### src/rtl/sclk_monitor_pkg.sv
`timescale 1ns/1ps
// Shared types and constants for the sclk_monitor block.
// Latency: n/a (types, constants and a state-decode helper only).
// Backpressure: n/a.
// Optional feature macro used by the top: SCLK_MON_AVG4_EN (average over AVG_N periods).
package sclk_mon_pkg;

  // Default width of the measurement counters and result outputs.
  localparam int CNT_W_DEFAULT = 16;

  // Number of periods averaged when the averaging build is selected.
  localparam int AVG_N  = 4;
  localparam int AVG_SH = $clog2(AVG_N);

  typedef enum logic [2:0] {
    IDLE = 3'd0,
    ARM  = 3'd1,
    HIGH = 3'd2,
    LOW  = 3'd3,
    DONE = 3'd4
  } mon_state_e;

  // True while a measurement is in flight (drives busy and the gap counter).
  function automatic logic is_measuring(input mon_state_e s);
    return (s == ARM) || (s == HIGH) || (s == LOW);
  endfunction

endpackage

### src/rtl/sclk_monitor_if.sv
`timescale 1ns/1ps
// Request/result bundle between a requester and sclk_monitor.
// Latency: n/a (wires only).
// Backpressure: none; start is a one-cycle request, done a one-cycle result pulse.
// Ports: start (req), busy, done, timeout, period_cnt, high_cnt (results).
interface sclk_monitor_if #(
  parameter int CNT_W = 16
);
  logic             start;
  logic             busy;
  logic             done;
  logic             timeout;
  logic [CNT_W-1:0] period_cnt;
  logic [CNT_W-1:0] high_cnt;

  // Requester side.
  modport master (
    output start,
    input  busy, done, timeout, period_cnt, high_cnt
  );

  // Monitor side.
  modport slave (
    input  start,
    output busy, done, timeout, period_cnt, high_cnt
  );
endinterface

### src/rtl/sclk_monitor_edge_sync.sv
`timescale 1ns/1ps
// Synchronises an asynchronous level and emits single-cycle rise/fall pulses.
// Latency: SYNC_STAGES+1 clk cycles from input change to rise/fall pulse (same for both edges).
// Backpressure: none; free-running.
// Ports: clk, rst (sync, active-high), async_in -> rise, fall (pulses), level (synchronised level).
module sclk_edge_sync #(
  parameter int SYNC_STAGES = 2
) (
  input  logic clk,
  input  logic rst,
  input  logic async_in,
  output logic rise,
  output logic fall,
  output logic level
);

  logic [SYNC_STAGES-1:0] sync_q;
  logic                   hist_q;

  assign level = sync_q[SYNC_STAGES-1];

  // Pulses are registered so both edges see exactly the same pipeline depth.
  always_ff @(posedge clk) begin
    if (rst) begin
      sync_q <= '0;
      hist_q <= 1'b0;
      rise   <= 1'b0;
      fall   <= 1'b0;
    end else begin
      sync_q <= {sync_q[SYNC_STAGES-2:0], async_in};
      hist_q <= sync_q[SYNC_STAGES-1];
      rise   <= sync_q[SYNC_STAGES-1] & ~hist_q;
      fall   <= ~sync_q[SYNC_STAGES-1] & hist_q;
    end
  end

endmodule

### src/rtl/sclk_monitor.sv
`timescale 1ns/1ps
// Measures one period and high time of sclk_in in clk cycles, or flags a stuck input.
// Latency: done one cycle after the closing detected rise (or after TIMEOUT_CYC quiet cycles).
// Backpressure: none; start is only accepted in IDLE, otherwise dropped.
// Ports: clk, rst (sync, active-high), sclk_in (async), mon (slave: start/busy/done/timeout/period_cnt/high_cnt).
// Build option: define SCLK_MON_AVG4_EN to report the truncated mean over AVG_N consecutive periods.
module sclk_monitor
  import sclk_mon_pkg::*;
#(
  parameter int CNT_W       = CNT_W_DEFAULT,
  parameter int TIMEOUT_CYC = 4096,
  parameter int SYNC_STAGES = 2
) (
  input  logic          clk,
  input  logic          rst,
  input  logic          sclk_in,
  sclk_monitor_if.slave mon
);

  // Gap counter value in the cycle before it would reach TIMEOUT_CYC, so
  // done lands exactly TIMEOUT_CYC cycles after the last clear.
  localparam logic [CNT_W-1:0] GAP_LAST = CNT_W'(TIMEOUT_CYC - 1);

  mon_state_e state_q, state_d;

  logic             rise, fall, sync_level;
  logic [CNT_W-1:0] per_ctr, hi_ctr, gap_ctr;
  logic [CNT_W-1:0] period_q, high_q;
  logic             to_q;
  logic             gap_hit;
  logic             ld_res, ld_to;
  logic [CNT_W-1:0] res_per, res_hi;

  // Level is not needed here; only the edge pulses drive the measurement.
  logic unused_level;
  assign unused_level = sync_level;

  sclk_edge_sync #(
    .SYNC_STAGES(SYNC_STAGES)
  ) u_sync (
    .clk      (clk),
    .rst      (rst),
    .async_in (sclk_in),
    .rise     (rise),
    .fall     (fall),
    .level    (sync_level)
  );

  assign gap_hit = (gap_ctr == GAP_LAST);

`ifdef SCLK_MON_AVG4_EN
  logic [CNT_W+1:0] sum_per, sum_hi;
  logic [CNT_W+1:0] sum_per_fin, sum_hi_fin;
  logic [1:0]       per_idx;

  // The last period's counts are folded in combinationally at the closing rise.
  assign sum_per_fin = sum_per + {2'b00, per_ctr};
  assign sum_hi_fin  = sum_hi  + {2'b00, hi_ctr};
  assign res_per     = CNT_W'(sum_per_fin >> AVG_SH);
  assign res_hi      = CNT_W'(sum_hi_fin  >> AVG_SH);
`else
  assign res_per = per_ctr;
  assign res_hi  = hi_ctr;
`endif

  // ---------------------------------------------------------------- FSM
  always_ff @(posedge clk) begin
    if (rst) state_q <= IDLE;
    else     state_q <= state_d;
  end

  // Edges are tested before gap_hit so a coincident edge wins over timeout.
  always_comb begin
    state_d = state_q;
    ld_res  = 1'b0;
    ld_to   = 1'b0;
    case (state_q)
      IDLE: begin
        if (mon.start) state_d = ARM;
      end
      ARM: begin
        if (rise) begin
          state_d = HIGH;
        end else if (gap_hit) begin
          state_d = DONE;
          ld_to   = 1'b1;
        end
      end
      HIGH: begin
        if (fall) begin
          state_d = LOW;
        end else if (gap_hit) begin
          state_d = DONE;
          ld_to   = 1'b1;
        end
      end
      LOW: begin
        if (rise) begin
`ifdef SCLK_MON_AVG4_EN
          if (per_idx == 2'(AVG_N - 1)) begin
            state_d = DONE;
            ld_res  = 1'b1;
          end else begin
            state_d = HIGH;
          end
`else
          state_d = DONE;
          ld_res  = 1'b1;
`endif
        end else if (gap_hit) begin
          state_d = DONE;
          ld_to   = 1'b1;
        end
      end
      DONE: begin
        state_d = IDLE;
      end
      default: begin
        state_d = IDLE;
      end
    endcase
  end

  // ----------------------------------------------------------- Datapath
  // Counters start at 1 on the opening rise so that the value seen in the
  // cycle of a later edge equals the number of cycles since that rise.
  always_ff @(posedge clk) begin
    if (rst) begin
      per_ctr  <= '0;
      hi_ctr   <= '0;
      gap_ctr  <= '0;
      period_q <= '0;
      high_q   <= '0;
      to_q     <= 1'b0;
`ifdef SCLK_MON_AVG4_EN
      sum_per  <= '0;
      sum_hi   <= '0;
      per_idx  <= '0;
`endif
    end else begin
      if ((state_q == IDLE && mon.start) || rise || fall) begin
        gap_ctr <= '0;
      end else if (is_measuring(state_q)) begin
        gap_ctr <= gap_ctr + CNT_W'(1);
      end

      case (state_q)
        ARM: begin
          if (rise) begin
            per_ctr <= CNT_W'(1);
            hi_ctr  <= CNT_W'(1);
`ifdef SCLK_MON_AVG4_EN
            sum_per <= '0;
            sum_hi  <= '0;
            per_idx <= '0;
`endif
          end
        end
        HIGH: begin
          per_ctr <= per_ctr + CNT_W'(1);
          // hi_ctr holds on the fall cycle: its value there is the high time.
          if (!fall) hi_ctr <= hi_ctr + CNT_W'(1);
        end
        LOW: begin
          if (rise) begin
`ifdef SCLK_MON_AVG4_EN
            // Closing rise of one period is the opening rise of the next.
            sum_per <= sum_per_fin;
            sum_hi  <= sum_hi_fin;
            per_idx <= per_idx + 2'd1;
            per_ctr <= CNT_W'(1);
            hi_ctr  <= CNT_W'(1);
`endif
          end else begin
            per_ctr <= per_ctr + CNT_W'(1);
          end
        end
        default: begin
        end
      endcase

      if (ld_res) begin
        period_q <= res_per;
        high_q   <= res_hi;
        to_q     <= 1'b0;
      end else if (ld_to) begin
        period_q <= '0;
        high_q   <= '0;
        to_q     <= 1'b1;
      end
    end
  end

  // ------------------------------------------------------------ Outputs
  // to_q is only visible during DONE so timeout stays a pulse.
  assign mon.busy       = is_measuring(state_q);
  assign mon.done       = (state_q == DONE);
  assign mon.timeout    = (state_q == DONE) & to_q;
  assign mon.period_cnt = period_q;
  assign mon.high_cnt   = high_q;

endmodule
### src/flat_wrapper.sv
// flat-port wrapper written by rule: the top's interface ports become plain ports
module sclk_monitor_flat import sclk_mon_pkg::*;
#(
  parameter int CNT_W       = CNT_W_DEFAULT,
  parameter int TIMEOUT_CYC = 4096,
  parameter int SYNC_STAGES = 2
)
  (clk, rst, sclk_in, mon_start, mon_busy, mon_done, mon_timeout, mon_period_cnt, mon_high_cnt);
  sclk_monitor_if #(.CNT_W(CNT_W)) mon_i ();
  input  logic clk;
  input  logic rst;
  input  logic sclk_in;
  input wire logic [$bits(mon_i.start)-1:0] mon_start;
  output wire logic [$bits(mon_i.busy)-1:0] mon_busy;
  output wire logic [$bits(mon_i.done)-1:0] mon_done;
  output wire logic [$bits(mon_i.timeout)-1:0] mon_timeout;
  output wire logic [$bits(mon_i.period_cnt)-1:0] mon_period_cnt;
  output wire logic [$bits(mon_i.high_cnt)-1:0] mon_high_cnt;
  assign mon_i.start = mon_start;
  assign mon_busy = mon_i.busy;
  assign mon_done = mon_i.done;
  assign mon_timeout = mon_i.timeout;
  assign mon_period_cnt = mon_i.period_cnt;
  assign mon_high_cnt = mon_i.high_cnt;
  sclk_monitor #(.CNT_W(CNT_W), .TIMEOUT_CYC(TIMEOUT_CYC), .SYNC_STAGES(SYNC_STAGES)) u_core (.clk(clk), .rst(rst), .sclk_in(sclk_in), .mon(mon_i));
endmodule
### config.mk
export PLATFORM = sky130hd
export DESIGN_NAME = sclk_monitor_flat
export DESIGN_NICKNAME = d
export VERILOG_FILES = /design/src/rtl/sclk_monitor_pkg.sv /design/src/rtl/sclk_monitor_if.sv /design/src/rtl/sclk_monitor_edge_sync.sv /design/src/rtl/sclk_monitor.sv /design/src/flat_wrapper.sv
export SDC_FILE = /design/constraint.sdc
export NUM_CORES = 1
export LEC_CHECK = 0
export ABC_CLOCK_PERIOD_IN_PS = 1940
export BUFFER_PORTS_ARGS = -buffer_cell sky130_fd_sc_hd__buf_2
export CAP_MARGIN = 10
export CORE_MARGIN = 3
export CORE_UTILIZATION = 50
export CTS_CLUSTER_DIAMETER = 30
export DETAILED_ROUTE_END_ITERATION = 8
export GPL_TIMING_DRIVEN = 0
export PLACE_DENSITY = 0.72
export SLEW_MARGIN = 20
export SYNTH_ARGS = -nofsm -noshare
export SYNTH_HDL_FRONTEND = slang
export SYNTH_SLANG_ARGS = --single-unit
### constraint.sdc
create_clock -name clk -period 1.94 [get_ports clk]
set_input_delay 0.097 -clock clk [delete_from_list [all_inputs] [get_ports clk]]
set_output_delay 0.097 -clock clk [all_outputs]
set_load 0.1 [all_outputs]
-- Yosys cells after proc, flatten, opt, wreduce, memory -nomap -nowiden
Index checks and enable logic that the tools add are counted.
- latch bits: 0
- input bits: 4
- memory bits (writable): 0
- memories: 0
- memory bits (read-only): 0
- flip-flop bits (word level): 89
- output and inout bits: 35
- logic and storage cells: 62
- muxes and demuxes: 20
- div/mod/pow operators: 0
- equal/unequal tests: 9
- bitwise gates (word level): 5
- multiply operators: 0
- $lt $le $gt $ge: 0
- reductions and logical operators: 14
- add/sub/neg operators: 3
- shifts and indexed selects: 0
- operators with widths (operator ; count):
    16-bit two-way mux ; 6
    16-bit by 1-bit adder with 16-bit output (second input constant) ; 3
    16-bit one-hot mux with 3 select lines ; 1
    16-bit one-hot mux with 2 select lines ; 1
    16-bit by 12-bit equality test with 1-bit output (second input constant) ; 1
    3-bit two-way mux ; 5
    3-bit one-hot mux with 4 select lines ; 1
    2-bit != test (second input constant) ; 4
    3-bit by 2-bit equality test with 1-bit output (second input constant) ; 2
    3-bit AND reduction ; 2
    2-bit OR reduction ; 3
    1-bit two-way mux ; 5
    1-bit logical OR ; 4
    2-bit nonzero test ; 2
    1-bit AND ; 3
    3-bit by 1-bit equality test with 1-bit output (second input constant) ; 1
    3-bit equality test (second input constant) ; 1
    3-bit logical NOT ; 1
    3-bit nonzero test ; 1
    1-bit NOT ; 2
    1-bit one-hot mux with 2 select lines ; 1
    1-bit logical AND ; 1

-- Logic depth before layout (Yosys ltp)
- depth after elaboration: 6
- depth in mapped cells: 7
- gate-level depth less buffers: 5

-- Modules after synthesis
A second synthesis with hierarchy kept.
- cells, all modules: 396
- area total of the unflattened synthesis: 3654.8 µm²
- modules (own cells, without submodules) (module ; area each (µm²) ; cells an instance ; sequential area each (µm²) ; instances):
    sclk_monitor ; 3520.9 ; 386 ; 1681.6 ; 1
    sclk_edge_sync ; 133.9 ; 10 ; 100.1 ; 1

-- Worst setup path after synthesis
No wires, ideal clock.
- path type: register to output
- from: register u_core.state_q[2]
- to: output port mon_timeout
- path buffers: 1
- arrival time: 3.861 ns
- data required time: 1.843 ns
- stages on the path, launching flop included: 4
- path slack: -2.018 ns
- cells stage by stage: dfxtp_1 -> clkbuf_1 -> nor3b_1 -> and2_1
- cells in the longest elaborated chain, start to end: 2
- ends and longest elaborated chain (what ; RTL line ; text):
    from (decl) ; sclk_monitor.sv:24 ; mon_state_e state_q, state_d;
    from (signal assigned) ; sclk_monitor.sv:69 ; else state_q <= state_d;
    3-bit equality test ; n/a ;
    named net mon_done ; flat_wrapper.sv:15 ; output wire logic [$bits(mon_i.done)-1:0] mon_done;
    1-bit AND ; sclk_monitor.sv:198 ; assign mon.timeout = (state_q == DONE) & to_q;
    to (decl) ; flat_wrapper.sv:16 ; output wire logic [$bits(mon_i.timeout)-1:0] mon_timeout;
The timed path passes the listed nets, and every way through them passes these cells.

-- Worst setup path after layout
- from: register u_core.u_sync.fall
- to: register u_core.hi_ctr[9]
- cells in the longest elaborated chain, start to end: 2
- ends and longest elaborated chain (what ; RTL line ; text):
    from (decl) ; sclk_monitor_edge_sync.sv:13 ; output logic fall,
    from (signal assigned) ; sclk_monitor_edge_sync.sv:33 ; fall <= ~sync_q[SYNC_STAGES-1] & hist_q;
    2-bit != test (no line) ; n/a ;
    3-bit AND reduction (no line) ; n/a ;
    to (signal assigned) ; sclk_monitor.sv:162 ; if (!fall) hi_ctr <= hi_ctr + CNT_W'(1);
    to (decl) ; sclk_monitor.sv:27 ; logic [CNT_W-1:0] per_ctr, hi_ctr, gap_ctr;
No other way between the ends.
A chain may end at the register's enable or synchronous reset.

==> flow_summary.rst <==
.. list-table::
   :header-rows: 1

   * - Metric
     - Value
   * - Crit Path Category
     - flip-flop to flip-flop
   * - Wire length of the first global-routing pass
     - 17820 µm
   * - Reg power frac
     - 55.2%
   * - Final Slew Violations
     - 0
   * - Instance count after placement with tap cells included
     - 619
   * - Worst-path fanout max
     - 5
   * - Part of the power in the clock network
     - 39.4%
   * - Worst-Skew Late Latency
     - 360 ps
   * - Clock tree root buffer cell
     - sky130_fd_sc_hd__clkbuf_8
   * - Syn Inst Count
     - 480
   * - Setup slack on the worst flop-to-flop path
     - 50 ps
   * - Clk sink count
     - 89
   * - Arrival @ worst endpoint
     - 2190 ps
   * - Portion of the post-synthesis area used by sequential elements
     - 42.67%
   * - Number of ports placed on the die boundary
     - 39
   * - Count of endpoints failing hold in the final timing report
     - 0
   * - CTS tree
     - built
   * - Relative contribution of combinational cells to total power
     - 5.4%
   * - Placed cell areas
     - 4526 µm²
   * - Fmax
     - 529.3 MHz
   * - Static leakage power
     - 1.676 nW
   * - Starting density of the core
     - 52.67%
   * - Die Y
     - 97.38 µm
   * - Total half-perimeter wirelength after legalization and detailed placement
     - 7333 µm
   * - Crit path largest cell delay
     - 440 ps
   * - Count of different cell masters after synthesis
     - 52
   * - Total number of yosys warnings
     - 0
   * - Power per cell area
     - 676.7 nW/µm²
   * - Total DRC errors in the routed layout
     - 0
   * - Core region area
     - 7928 µm²
   * - Detailed-route wire length per cell
     - 17.07 µm
   * - Buffers on Ports
     - 37
   * - Antenna-violating nets left
     - 0
   * - ANT cells
     - 0
   * - Tmin final
     - 1889 ps
   * - Data required time at the worst endpoint
     - 2240 ps
   * - Maximum number of pins on one net before global-route repair
     - 16
   * - Share of synthesized registers carrying an async set or reset
     - 0%
   * - Kind of start point of the critical path
     - flip-flop
   * - Synth Cell Area
     - 4175 µm²
   * - Kind of path behind the tightest hold check
     - input pin to flip-flop
   * - H-tree depth reported by CTS
     - 3
   * - Hold WS
     - 96.11 ps
   * - Most common flop cell mapped by yosys
     - sky130_fd_sc_hd__dfxtp_1
   * - Nets
     - 543
   * - Max rail drop VDD
     - 455.8 µV
   * - Overall via count from detail_route
     - 4047
   * - Actual transition at the worst max-transition pin
     - 574.3 ps
   * - Final setup violating endpoints
     - 0
   * - Clk pin slew, worst setup/hold paths
     - 90 ps
   * - Non-Filler Instances
     - 643
   * - Number of synthesized flops with an enable pin
     - 0
   * - WP buf/inv
     - 1
   * - Total die area
     - 9483 µm²
   * - Mean instance size in the synthesized netlist
     - 8.698 µm²
   * - Vias/cell
     - 6.294
   * - List of cells traversed by the critical path
     - or3b_4 > a211o_1 > buf_6 > or3_1 > a21oi_1
   * - Sw frac
     - 24.66%
   * - All-Layer GR Usage
     - 22.32%
   * - Internal power
     - 0.002518 W
   * - Number of iterations in the first detailed-routing pass
     - 5
   * - Synth-to-layout area growth
     - 18.31%
   * - Wirelength, routed
     - 10970 µm
   * - Maximum capacitance violations
     - 0
   * - Placement-stage worst setup slack
     - -730.7 ps
   * - Number of buffers created by CTS
     - 9
   * - Syn_nets
     - 487
   * - Layout cells sized above 1
     - 20.33%
   * - Number of global-route vias before repair
     - 3697
   * - Maximum clock insertion buffer count
     - 2
   * - Min setup slack post-route
     - 50.56 ps
   * - Cell Rows
     - 32
   * - Clock skew
     - 10.43 ps
   * - Master of the slowest instance on the critical path
     - sky130_fd_sc_hd__or3b_4
   * - Count of routing violations after the opening detailed-route iteration
     - 301
   * - Grt total ovfl
     - 0
   * - Number of antenna violations at the first check in global routing
     - 0
   * - Placer congestion estimate
     - 0.9038
   * - Outcome
     - finished clean
   * - Net load switching power
     - 0.0008241 W
   * - Crit path max-delay family
     - simple AND/OR/NAND/NOR gates
   * - Final worst-path cycle share
     - 97.39%
   * - CP endpoint kind
     - flip-flop
   * - Final setup TNS
     - 0 ps
   * - Die X
     - 97.38 µm
   * - Final instance area
     - 4940 µm²
   * - Flip-flop and latch count after synthesis
     - 89
   * - Worst slew margin relative to its limit
     - 61.71%
cell usage in the layout, fill, tap and decap left out, drive strengths merged, types with 3 or more instances in the layout:
cell type,synthesis,final
o211ai,32,32
and2,4,4
or4,13,13
o31ai,13,13
nand3,14,14
nor2,18,18
buf,12,58
xnor2,8,8
a211o,4,4
nand4,10,10
inv,11,12
ha,3,3
dfxtp,89,89
nand2,26,26
o21ai,51,51
or3,19,19
xor2,4,4
nor2b,6,6
a21oi,32,32
nand2b,5,5
and4,4,4
a32oi,32,32
nor4,3,3
nor3b,3,3
a211oi,3,3
clkbuf,31,40
logic make-up (layout without fill, tap and decap cells):
family / Yosys count / in the layout / share of synthesized area, %
xor gates and xnor gates: 12 / 12 / 2.517
DFF: 89 / 89 / 42.67
adders and majority gates: 3 / 3 / 0.8991
muxes: 2 / 2 / 0.4795
and+or+nand+nor: 137 / 137 / 18.94
AOI/OAI and AO/OA: 183 / 183 / 29.40
buffers and inverters: 54 / 115 / 5.094
registers in the layout, summed over array words and instances (netlist names):
name / count
u_core.gap_ctr: 16
u_core.hi_ctr: 16
u_core.mon.high_cnt: 16
u_core.mon.period_cnt: 16
u_core.per_ctr: 16
u_core.state_q: 3
u_core.u_sync.sync_q: 2
u_core.to_q: 1
u_core.u_sync.fall: 1
u_core.u_sync.hist_q: 1
u_core.u_sync.rise: 1
final cells by class:
type                       instances  area, µm²
fill                             691       2988
timing repair buffer              50      280.3
tap                              102      127.6
sequential                        89       1793
clock buffer                      11      141.4
clock inverter                     5      62.56
inverter                          11      41.29
buffer                            38      214.0
multi-input combinational        337       2280
timing repair:
action	in CTS	in global routing
gates resized for setup	20	31
gates cloned	0	2
hold endpoints to repair	1	0
pin swaps	4	11
hold buffers	1	0
endpoints found under the setup margin	61	61
buffers inserted	4	6
stage by stage:
| stage | utilization [%] | power [W] |
|---|---|---|
| 4_1_cts | 61.13 | 0.003357 |
| 2_1_floorplan | - | 0.002012 |
| 3_5_place_dp | 57.09 | 0.002059 |
| 5_1_grt | 62.31 | 0.003461 |
| 6_report | 62.31 | 0.003343 |
| 3_3_place_gp | 57.09 | 0.002055 |
tightest hold or removal path, delay by kind of cell:
| family | cells | cell delay (ps) |
|---|---|---|
| buffers and inverters | 1 | 110 |
| AO/OA/AOI/OAI | 2 | 210 |
layer usage:
layer	vias up	global-route usage (%)	part of all wire [%]	wire, µm
met1	1932	30.83	47	5161
met5	-	0	0	0
met3	10	4.451	5.5	608
met2	143	35.85	46	5092
met4	0	5.538	1.0	111
li1	1962	-	-	-
cell usage after synthesis, types with 8 or more instances:
cell type / number / area, µm²
sky130_fd_sc_hd__nor2_1: 18 / 67.56
sky130_fd_sc_hd__nand3_1: 14 / 70.07
sky130_fd_sc_hd__dfxtp_1: 89 / 1782
sky130_fd_sc_hd__inv_1: 10 / 37.54
sky130_fd_sc_hd__or3_1: 19 / 118.9
sky130_fd_sc_hd__nand2_1: 26 / 97.59
sky130_fd_sc_hd__a32oi_1: 32 / 280.3
sky130_fd_sc_hd__xnor2_1: 8 / 70.07
sky130_fd_sc_hd__clkbuf_1: 31 / 116.4
sky130_fd_sc_hd__a21oi_1: 32 / 160.2
sky130_fd_sc_hd__o21ai_1: 14 / 70.07
sky130_fd_sc_hd__o21ai_0: 37 / 185.2
sky130_fd_sc_hd__or4_1: 13 / 97.59
sky130_fd_sc_hd__o31ai_1: 13 / 97.59
sky130_fd_sc_hd__buf_2: 8 / 40.04
sky130_fd_sc_hd__nand4_1: 9 / 56.30
sky130_fd_sc_hd__o211ai_1: 32 / 240.2
path summary, 6_finish.rpt:
| check | cells after the start | to | startpoint |
|---|---|---|---|
| min | 3 | u_core.state_q[0] | mon_start |
| max | 5 | u_core.hi_ctr[9] | u_core.u_sync.fall |
| min reg2reg | 1 | u_core.u_sync.rise | u_core.u_sync.hist_q |
| max reg2reg | 5 | u_core.hi_ctr[9] | u_core.u_sync.fall |
power by group through the flow:
stage          Clock, W  Combinational, W  Sequential (W)
4_1_cts         0.00133          0.000181         0.00184
3_3_place_gp          0          0.000171         0.00188
3_5_place_dp          0          0.000174         0.00188
2_1_floorplan         0          0.000129         0.00188
5_1_grt         0.00142          0.000194         0.00185
6_report        0.00132          0.000179         0.00185
Power figures use the tool's default switching activity.
